==> src/rtl/trap_ctrl_pkg.sv <==
// rtl/trap_ctrl_pkg.sv - shared core trap types: exception causes, trap FSM states, trap kinds
package trap_ctrl_pkg;

    typedef enum logic [4:0] {
        EXC_INSTR_MISALIGNED = 5'd0,
        EXC_INSTR_FAULT      = 5'd1,
        EXC_ILLEGAL_INSTR    = 5'd2,
        EXC_BREAKPOINT       = 5'd3,
        EXC_LOAD_MISALIGNED  = 5'd4,
        EXC_LOAD_FAULT       = 5'd5,
        EXC_STORE_MISALIGNED = 5'd6,
        EXC_STORE_FAULT      = 5'd7,
        EXC_ECALL_U          = 5'd8,
        EXC_ECALL_S          = 5'd9,
        EXC_ECALL_M          = 5'd11
    } trap_causes;

    typedef enum logic [1:0] {
        IDLE     = 2'd0,
        FLUSH    = 2'd1,
        COMMIT   = 2'd2,
        REDIRECT = 2'd3
    } trap_state_t;

    typedef enum logic {
        TRAP = 1'b0,
        MRET = 1'b1
    } trap_kind_t;

endpackage

==> src/rtl/trap_prio_sel.sv <==
// rtl/trap_prio_sel.sv - age-priority pick among exec exception, exec mret and ifetch exception
module trap_prio_sel #(
    parameter int XLEN = 32
) (
    input  logic            if_exc_valid,
    input  logic [4:0]      if_exc_cause,
    input  logic [XLEN-1:0] if_exc_pc,
    input  logic [XLEN-1:0] if_exc_tval,
    input  logic            ex_exc_valid,
    input  logic [4:0]      ex_exc_cause,
    input  logic [XLEN-1:0] ex_exc_pc,
    input  logic [XLEN-1:0] ex_exc_tval,
    input  logic            ex_mret,
    output logic            sel_valid,
    output logic            sel_is_mret,
    output logic            sel_ex,
    output logic            sel_if,
    output logic [4:0]      sel_cause,
    output logic [XLEN-1:0] sel_pc,
    output logic [XLEN-1:0] sel_tval
);

    // Exec holds the older instruction, and its exception outranks its own mret.
    always_comb begin
        sel_is_mret = 1'b0;
        sel_ex      = 1'b0;
        sel_if      = 1'b0;
        sel_cause   = '0;
        sel_pc      = '0;
        sel_tval    = '0;
        if (ex_exc_valid) begin
            sel_ex    = 1'b1;
            sel_cause = ex_exc_cause;
            sel_pc    = ex_exc_pc;
            sel_tval  = ex_exc_tval;
        end else if (ex_mret) begin
            sel_ex      = 1'b1;
            sel_is_mret = 1'b1;
        end else if (if_exc_valid) begin
            sel_if    = 1'b1;
            sel_cause = if_exc_cause;
            sel_pc    = if_exc_pc;
            sel_tval  = if_exc_tval;
        end
    end

    assign sel_valid = sel_ex | sel_if;

endmodule

==> src/rtl/trap_ctrl.sv <==
// rtl/trap_ctrl.sv - trap sequencer: flush, commit mepc/mcause/mtval, redirect fetch
module trap_ctrl
    import trap_ctrl_pkg::*;
#(
    parameter int XLEN = 32
) (
    input  logic            clk,
    input  logic            rst,
    input  logic            if_exc_valid,
    input  logic [4:0]      if_exc_cause,
    input  logic [XLEN-1:0] if_exc_pc,
    input  logic [XLEN-1:0] if_exc_tval,
    input  logic            ex_exc_valid,
    input  logic [4:0]      ex_exc_cause,
    input  logic [XLEN-1:0] ex_exc_pc,
    input  logic [XLEN-1:0] ex_exc_tval,
    input  logic            ex_mret,
    output logic            if_ack,
    output logic            ex_ack,
    output logic            flush,
    input  logic [XLEN-1:0] csr_mtvec,
    input  logic [XLEN-1:0] csr_mepc,
    output logic            csr_trap_we,
    output logic [XLEN-1:0] csr_mepc_wdata,
    output logic [XLEN-1:0] csr_mcause_wdata,
    output logic [XLEN-1:0] csr_mtval_wdata,
    output logic            redirect_valid,
    output logic [XLEN-1:0] redirect_pc,
    input  logic            redirect_ready,
    output logic            busy
);

    trap_state_t     state, state_nxt;
    trap_kind_t      kind_q;
    logic [4:0]      cause_q;
    logic [XLEN-1:0] pc_q, tval_q;

    logic            sel_valid, sel_is_mret, sel_ex, sel_if;
    logic [4:0]      sel_cause;
    logic [XLEN-1:0] sel_pc, sel_tval;

    trap_prio_sel #(.XLEN(XLEN)) u_prio (
        .if_exc_valid (if_exc_valid),
        .if_exc_cause (if_exc_cause),
        .if_exc_pc    (if_exc_pc),
        .if_exc_tval  (if_exc_tval),
        .ex_exc_valid (ex_exc_valid),
        .ex_exc_cause (ex_exc_cause),
        .ex_exc_pc    (ex_exc_pc),
        .ex_exc_tval  (ex_exc_tval),
        .ex_mret      (ex_mret),
        .sel_valid    (sel_valid),
        .sel_is_mret  (sel_is_mret),
        .sel_ex       (sel_ex),
        .sel_if       (sel_if),
        .sel_cause    (sel_cause),
        .sel_pc       (sel_pc),
        .sel_tval     (sel_tval)
    );

    always_ff @(posedge clk or negedge rst) begin
        if (!rst) state <= IDLE;
        else      state <= state_nxt;
    end

    always_comb begin
        state_nxt = state;
        case (state)
            IDLE:     if (sel_valid) state_nxt = FLUSH;
            FLUSH:    state_nxt = (kind_q == MRET) ? REDIRECT : COMMIT;
            COMMIT:   state_nxt = REDIRECT;
            REDIRECT: if (redirect_ready) state_nxt = IDLE;
            default:  state_nxt = IDLE;
        endcase
    end

    // mret keeps the previous trap's cause/pc/tval; only the kind is taken.
    always_ff @(posedge clk or negedge rst) begin
        if (!rst) begin
            kind_q      <= TRAP;
            cause_q     <= '0;
            pc_q        <= '0;
            tval_q      <= '0;
            redirect_pc <= '0;
        end else begin
            if (state == IDLE && sel_valid) begin
                kind_q <= sel_is_mret ? MRET : TRAP;
                if (!sel_is_mret) begin
                    cause_q <= sel_cause;
                    pc_q    <= sel_pc;
                    tval_q  <= sel_tval;
                end
            end
            if (state == FLUSH && kind_q == MRET)
                redirect_pc <= csr_mepc;
            if (state == COMMIT)
                redirect_pc <= {csr_mtvec[XLEN-1:2], 2'b00};
        end
    end

    // Acks are gated by rst so a request held across reset is not acknowledged.
    always_comb begin
        if_ack         = 1'b0;
        ex_ack         = 1'b0;
        flush          = 1'b0;
        csr_trap_we    = 1'b0;
        redirect_valid = 1'b0;
        busy           = 1'b1;
        case (state)
            IDLE: begin
                busy   = 1'b0;
                if_ack = sel_if & rst;
                ex_ack = sel_ex & rst;
            end
            FLUSH:    flush          = 1'b1;
            COMMIT:   csr_trap_we    = 1'b1;
            REDIRECT: redirect_valid = 1'b1;
            default:  busy           = 1'b1;
        endcase
    end

    assign csr_mepc_wdata   = pc_q;
    assign csr_mcause_wdata = {{(XLEN-5){1'b0}}, cause_q};
    assign csr_mtval_wdata  = tval_q;

endmodule

==> config.mk <==
export PLATFORM = sky130hd
export DESIGN_NAME = trap_ctrl
export DESIGN_NICKNAME = d
export VERILOG_FILES = /design/src/rtl/trap_ctrl_pkg.sv /design/src/rtl/trap_prio_sel.sv /design/src/rtl/trap_ctrl.sv
export SDC_FILE = /design/constraint.sdc
export NUM_CORES = 1
export LEC_CHECK = 0
export CAP_MARGIN = 20
export CORE_AREA = 3 3 130 132
export CTS_BUF_LIST = sky130_fd_sc_hd__clkbuf_2
export DETAILED_ROUTE_END_ITERATION = 16
export DIE_AREA = 0 0 133 135
export PLACE_DENSITY_LB_ADDON = 0.2
export SYNTH_ARGS = -nofsm -noshare
export SYNTH_HDL_FRONTEND = slang
export SYNTH_SLANG_ARGS = --single-unit
==> constraint.sdc <==
create_clock -name clk -period 2.65 [get_ports clk]
set_input_delay 0.265 -clock clk [delete_from_list [all_inputs] [get_ports clk]]
set_output_delay 0.265 -clock clk [all_outputs]
set_load 0.05 [all_outputs]
==> out/results.tsv <==
stage	metric	value	unit
yosys	yosysWarningCount	0	
global_routing	antenna_found_initial	1	
yosys	yosysSeqAreaShare	50.5	%
timing	fmax	0.395	GHz
layout	final_nets	939	
place	dpl.hpwl	13300	um
floorplanning	dieHeight	135	um
timing	rsz0062_at_grt	false	
power	p_per_area	1150	nW/um2
timing	fin_worst_skew	0.0234	ns
route	drc	0	
setup_path	critical_path_buf_inv_count	4	
route	first_pass_iters	4	
global_routing	grt_max_degree	56	
route	wire_per_inst	17.8	um
global_routing	grt_util_met1	19.1	%
route	drtIter0Drc	98	
place	port_buffers	312	
clocking	path_clk_slew	0.26	ns
layout	fill_cells	1363	
global_routing	overflow	0	
min_path	hold_path_class	in2reg	
floorplanning	initial_utilization	32.5	%
clocking	root_buffer	clkbuf_2	
power	vdd_drop_max	0.594	mV
global_routing	busiest_layer	met2	
route	viasPerCell	4.65	
yosys	ys_seq_elements	104	
timing	slew_viol_final	0	
floorplanning	dieArea	18000	um2
setup_path	critPathMaxFanout	12	
yosys	netlist_instances	423	
route	dr_total_vias	4404	
timing	fin_tns_setup	0	ns
setup_path	worstSetupPathType	in2out	
floorplanning	core-area	15800	um2
clocking	cts_tree	yes	
timing	worst_pin_slew	0.692	ns
floorplanning	rows	46	
route	drt_wl_total	16800	um
global_routing	grt_use_total	18.6	%
global_routing	use_met3	7.82	%
setup_path	timing.rr.start	state[1]	
timing	post-route-min-period	2.53	ns
timing	setup_viol	0	
job	cap_violations	0	
clocking	clockBufferDepth	2	
route	postRouteAntennaNets	0	
layout	drive_gt1_share	13.2	%
layout	final_cell_mix	clkdlybuf4s50_1, dfrtp_1, a22o_1	
clocking	cts_setup_buffers	0	
setup_path	start_kind	primary input	
yosys	syn_avg_cell_area	12.2	um2
place	routabilityCongestion	0.749	
setup_path	worstPathArrival	2.26	ns
setup_path	crit_family	buffers and inverters	
yosys	synth_cell_types	26	
timing	slew_headroom	53.8	%
global_routing	grt_pass1_wl	26000	um
timing	holdWs	0.259	ns
setup_path	cp-startpoint	rst	
yosys	syn_area	5150	um2
power	power_leakage	3.63	nW
timing	hold_viol_final	0	
clocking	cts-htree-levels	3	
setup_path	crit_required	2.38	ns
global_routing	grt_pass1_vias	4810	
setup_path	end_kind	output pin	
setup_path	crit_top_cell	dlygate4sd3_1	
clocking	numClockSinks	104	
floorplanning	fp.dieW	133	um
setup_path	crit_path_top_delay_cell	dlygate4sd3_1	
status	status	completed	
layout	mostFrequentLayoutCell	clkdlybuf4s50_1	
layout	synthToLayoutAreaGrowth	65.8	%
global_routing	use_met2	33.5	%
setup_path	max_stage_delay	0.54	ns
setup_path	worstPathCellList	dlygate4sd3_1, dlygate4sd3_1, buf_4, nand2_1, nor2_1, clkdlybuf4s15_1	
timing	period_share	95.4	%
min_path	hold_start	csr_mepc[30]	
clocking	clk_latency	0.58	ns
floorplanning	ios	342	
clocking	cts_made_buffers	9	
==> layer usage <==
| layer | part of all wire [%] | vias up |
|---|---|---|
| met2 | 52 | 216 |
| met1 | 35 | 2080 |
| met3 | 11 | 22 |
| li1 | - | 2086 |
| met4 | 2.4 | 0 |
| met5 | 0 | - |
==> final timing paths <==
path / end / slack (ns) / cells past startpoint
max in group asynchronous: csr_mepc_wdata[29] / 0.72 / 5
min in group asynchronous: redirect_pc[20] / 0.54 / 3
min: redirect_pc[30] / 0.26 / 3
min reg2reg: redirect_pc[15] / 0.51 / 2
max reg2reg: csr_mtval_wdata[3] / 0.66 / 5
max: ex_ack / 0.12 / 6
==> registers in the layout, indices dropped and copies added, names as in the netlist <==
name / flops
csr_mtval_wdata: 32
state: 2
kind_q: 1
redirect_pc: 32
csr_mepc_wdata: 32
cause_q: 5
==> metrics by stage <==
step	power (mW)	utilization (%)	cell area, um2	instances	setup slack [ns]
floorplan	6.99	-	5250	449	0.720
global placement	9.23	53.2	8420	928	0.516
detailed placement	9.35	53.2	8420	928	0.495
CTS	9.97	53.9	8530	946	0.000978
global route	10.4	53.9	8540	948	0.00688
finish	9.84	53.9	8540	948	0.121
==> cell families after synthesis <==
kind of cell	count (synthesis)	share of synthesized area, %
flip-flops	104	50.5
adder cells (fa/ha/maj)	4	0.972
AO/OA/AOI/OAI	107	15.7
multiplexers	100	21.9
buffers and inverters	64	7.34
other	1	0.0728
AND/OR/NAND/NOR	43	3.50
==> synth_stat cells <==
| library cell | number | share of area, % |
|---|---|---|
| mux2_2 | 56 | 12 |
| a21oi_1 | 3 | 0.29 |
| conb_1 | 1 | 0.073 |
| buf_2 | 17 | 1.7 |
| dfrtp_1 | 104 | 51 |
| buf_1 | 1 | 0.073 |
| o21a_1 | 1 | 0.15 |
| nand3_1 | 2 | 0.19 |
| a2bb2oi_1 | 1 | 0.17 |
| ha_1 | 4 | 0.97 |
| nor2b_1 | 3 | 0.36 |
| nand2_1 | 34 | 2.5 |
| mux2_1 | 4 | 0.87 |
| o21ai_0 | 30 | 2.9 |
| buf_4 | 27 | 3.9 |
| inv_1 | 4 | 0.29 |
| a22o_1 | 69 | 12 |
| o2bb2ai_1 | 1 | 0.17 |
| a22oi_1 | 1 | 0.15 |
| nor3b_2 | 1 | 0.24 |
| a31oi_1 | 1 | 0.12 |
| mux2i_1 | 30 | 5.8 |
| clkbuf_1 | 13 | 0.95 |
| mux2_4 | 10 | 2.9 |
| nor2_1 | 3 | 0.22 |
| buf_6 | 2 | 0.44 |
==> area by class of cell <==
| class | count | area, um2 | share of cell area, % |
|---|---|---|---|
| inverter | 4 | 15.0 | 0.176 |
| tap | 216 | 270 | 3.17 |
| clock buffer | 11 | 55.1 | 0.645 |
| timing repair buffer | 327 | 3280 | 38.5 |
| sequential | 104 | 2600 | 30.5 |
| antenna | 2 | 5.00 | 0.0586 |
| multi-input combinational | 281 | 2290 | 26.9 |
| clock inverter | 3 | 11.3 | 0.132 |
==> worst min-delay path, stage by stage <==
cell	delay [ns]
clkdlybuf4s50_1	0.40
mux2i_1	0.11
o21ai_0	0.08
==> repair_timing <==
item | 4_1_cts | 5_1_grt
hold buffers | 4 | 0
endpoints found under the setup margin | 3 | 2
endpoints found under the hold margin | 57 | 0
gates resized for setup | 3 | 2
==> power by group <==
group	internal [mW]	switching (mW)
Clock	0.113	0.490
Combinational	2.46	4.06
Sequential	2.31	0.409
Total	4.88	4.96
No activity file was read; power rests on OpenSTA's default activity.
==> edit: new RTL, config.mk and constraints unchanged <==
Make the reset (`rst`) synchronous in 2 clocked blocks.
--- a/src/rtl/trap_ctrl.sv
+++ b/src/rtl/trap_ctrl.sv
@@ -59,5 +59,5 @@
     );
 
-    always_ff @(posedge clk or negedge rst) begin
+    always_ff @(posedge clk) begin
         if (!rst) state <= IDLE;
         else      state <= state_nxt;
@@ -76,5 +76,5 @@
 
     // mret keeps the previous trap's cause/pc/tval; only the kind is taken.
-    always_ff @(posedge clk or negedge rst) begin
+    always_ff @(posedge clk) begin
         if (!rst) begin
             kind_q      <= TRAP;
Formal check against the unedited RTL: differs if rst is asserted again (counterexample within 4 cycles, from zero or initial values and one cycle with rst low); with rst held inactive, the same outputs for 4 cycles.
==> edit against the original RTL <==
- total power shrank 18%
- global-route usage rose by 0.087 points
- cell area grew 0.25%
- setup slack better by 0.080 ns
- area after synthesis rose by 7.0%
- sequential cell count stayed put
- wire length rose by 2.0%
- first-iteration DRC count rose by 17%
==> edit: results (changes against the original RTL) <==
* Crit Reg-Reg Startpoint: state[0]
* Top cells by area, synth: dfxtp_1 38%, o221ai_2 19%, a21oi_2 11%
* Largest family of logic cells by synthesized area: compound AO/OA/AOI/OAI gates
* Worst EP arrival at 2.18 ns (-0.08 ns)
* Post-Syn Instances at 508 (+20%)
* Xor/xnor cell area share of the yosys netlist at 0 (unchanged)
* CP Launch Point: state[1]
* Vias in the first global route at 4983 (+3.6%)
* Slew @ Worst Pin at 0.6259 ns (-0.06605 ns)
* Max IR drop VDD at 524.4 uV (-12%)
* Synth Area in Compound Gates at 0.3613 (+0.2043)
* Sw frac at 0.5128 (+0.008741)
* Synth Area in Adders at 0.009083 (-0.0006379)
* TritonCTS Buffers at 9 (unchanged)
* Total negative slack at 0 ns (unchanged)
* Yosys cell types at 29 (+12%)
* Vias per cell at 4.667 (+0.46%)
* Worst reg2reg endpoint: csr_mtval_wdata[5]
* CP Max Fanout at 4 (-8)
* Delay of the slowest cell on the worst path at 0.86 ns (+0.32 ns)
* Sequential element share of the synthesized area at 0.3778 (-0.1276)
* Worst-path clk slew at 0.28 ns (+0.02 ns)
* Biggest area consumer among synthesized cells: dfxtp_1
* All-Layer GR Usage at 0.1865 (+0.0008717)
* Antenna cells at 0 (-2)
* Root Driver: clkbuf_2
* Layout cell share with drive strength beyond 1 at 0.2145 (+0.08296)
* First-pass GRT wire length at 26770 microns (+2.8%)
* Mux share of post-synthesis cell area at 0.05631 (-0.1624)
* DR WL/cell at 16.86 microns (-5.0%)
* Antenna violations before repair at 0 (-1)
* FILL cells at 1421 (+4.3%)
* CP max-delay cell: clkdlybuf4s50_1
* Worst-Skew Late Latency at 0.58 ns (about the same)
* R2R depth at 6 (+1)
* I/O Buffers at 312 (unchanged)
* Ys Warns at 0 (unchanged)
* Pre-antenna DRT Iters at 4 (unchanged)
* Crit path to: flush
* Fin cells at 1018 (+7.4%)
* Pleak at 3.156 nW (-13%)
* Clk_skew at 0.02068 ns (-0.002733 ns)
* Ys async rst share at 0 (-1.000)
* Post-DP HPWL at 13270 microns (about the same)
* Status: complete, no violations
* H-tree Lvls at 3 (unchanged)
* Commonest cells in the synthesized netlist: 104 x dfxtp_1, 73 x inv_1, 69 x a21oi_2, 69 x o221ai_2, 32 x a21oi_1
* CP top delay family: buffers and inverters
* Max Transition Viols Final at 0 (unchanged)
* Reg2reg setup slack at 0.74 ns (+0.08 ns)
* Gpl congestion at 0.7894 (+5.4%)
* Largest net degree at the start of global routing at 70 (+25%)
* Initial DRC Count at 115 (+17%)
==> edit: cell count changes after synthesis, moves of 69 or more <==
cell	before	now
o221ai_2	0	69
dfxtp_1	0	104
dfrtp_1	104	0
a22o_1	69	0
inv_1	4	73
a21oi_2	0	69
==> edit: layout make-up <==
| class | instances | area, sq um | area share |
|---|---|---|---|
| Clock inverter | 5 | 25.02 | 0.002924 |
| Timing Repair Buffer | 323 | 3271 | 0.3822 |
| Clock buffer | 10 | 50.05 | 0.005848 |
| Sequential cell | 104 | 2082 | 0.2433 |
| Inverter | 75 | 281.5 | 0.03289 |
| Multi-Input combinational cell | 285 | 2579 | 0.3013 |
| Tap cell | 216 | 270.3 | 0.03158 |
==> edit: power groups by stage <==
stage / sequential (mW) / clock, mW / combinational [mW]
after floorplan: 4.06 / 0 / 1.91
after global placement: 2.34 / 0 / 5.11
after detailed placement: 2.37 / 0 / 5.17
after CTS: 2.34 / 0.676 / 5.18
after global routing: 2.40 / 0.733 / 5.39
final: 2.34 / 0.628 / 5.11
==> edit: metrics by stage <==
stage                     setup WS (ns)  area [sq um]    util
after floorplan                  0.3354          5608       -
after detailed placement         0.5375          8478  0.5357
final                            0.2008          8558  0.5407
after global routing            0.01277          8558  0.5407
after global placement           0.5631          8478  0.5357
after CTS                       0.07348          8562  0.5409
==> edit: kinds of logic (layout without fill, tap and decap cells) <==
logic type	Yosys count	count (layout)
AND/OR/NAND/NOR	18	18
AO/OA/AOI/OAI	205	205
buffers and inverters	145	413
multiplexers	31	31
flip-flops	104	104
adder cells (fa/ha/maj)	4	4
other	1	27
==> edit: worst min-delay path by stage <==
stage	slack (ns)	depth (start not counted)	start	to
2_1_floorplan	0.41	2	csr_mepc[0]	redirect_pc[0]
3_3_place_gp	0.44	2	csr_mepc_wdata[0]	csr_mepc_wdata[0]
3_5_place_dp	0.44	2	csr_mepc_wdata[8]	csr_mepc_wdata[8]
4_1_cts	0.11	3	csr_mepc[0]	redirect_pc[0]
5_1_grt	0.12	3	csr_mepc[1]	redirect_pc[1]
6_report	0.20	3	csr_mepc[0]	redirect_pc[0]
==> edit: timing repair <==
| action | in CTS | in global routing |
|---|---|---|
| gates cloned | 0 | 0 |
| hold buffers | 1 | 0 |
| setup endpoints to repair | 1 | 1 |
| setup buffers | 0 | 0 |
| hold endpoints to repair | 10 | 0 |
| resized for setup | 1 | 2 |
| pin swaps | 0 | 0 |
==> edit: routing by layer <==
metal / routed length (microns) / global-route usage / share of wire
met3: 1583 / 0.07601 / 0.092
met5: 0 / 0 / 0
met1: 6555 / 0.2027 / 0.38
met2: 8825 / 0.3386 / 0.51
met4: 196 / 0.04446 / 0.011
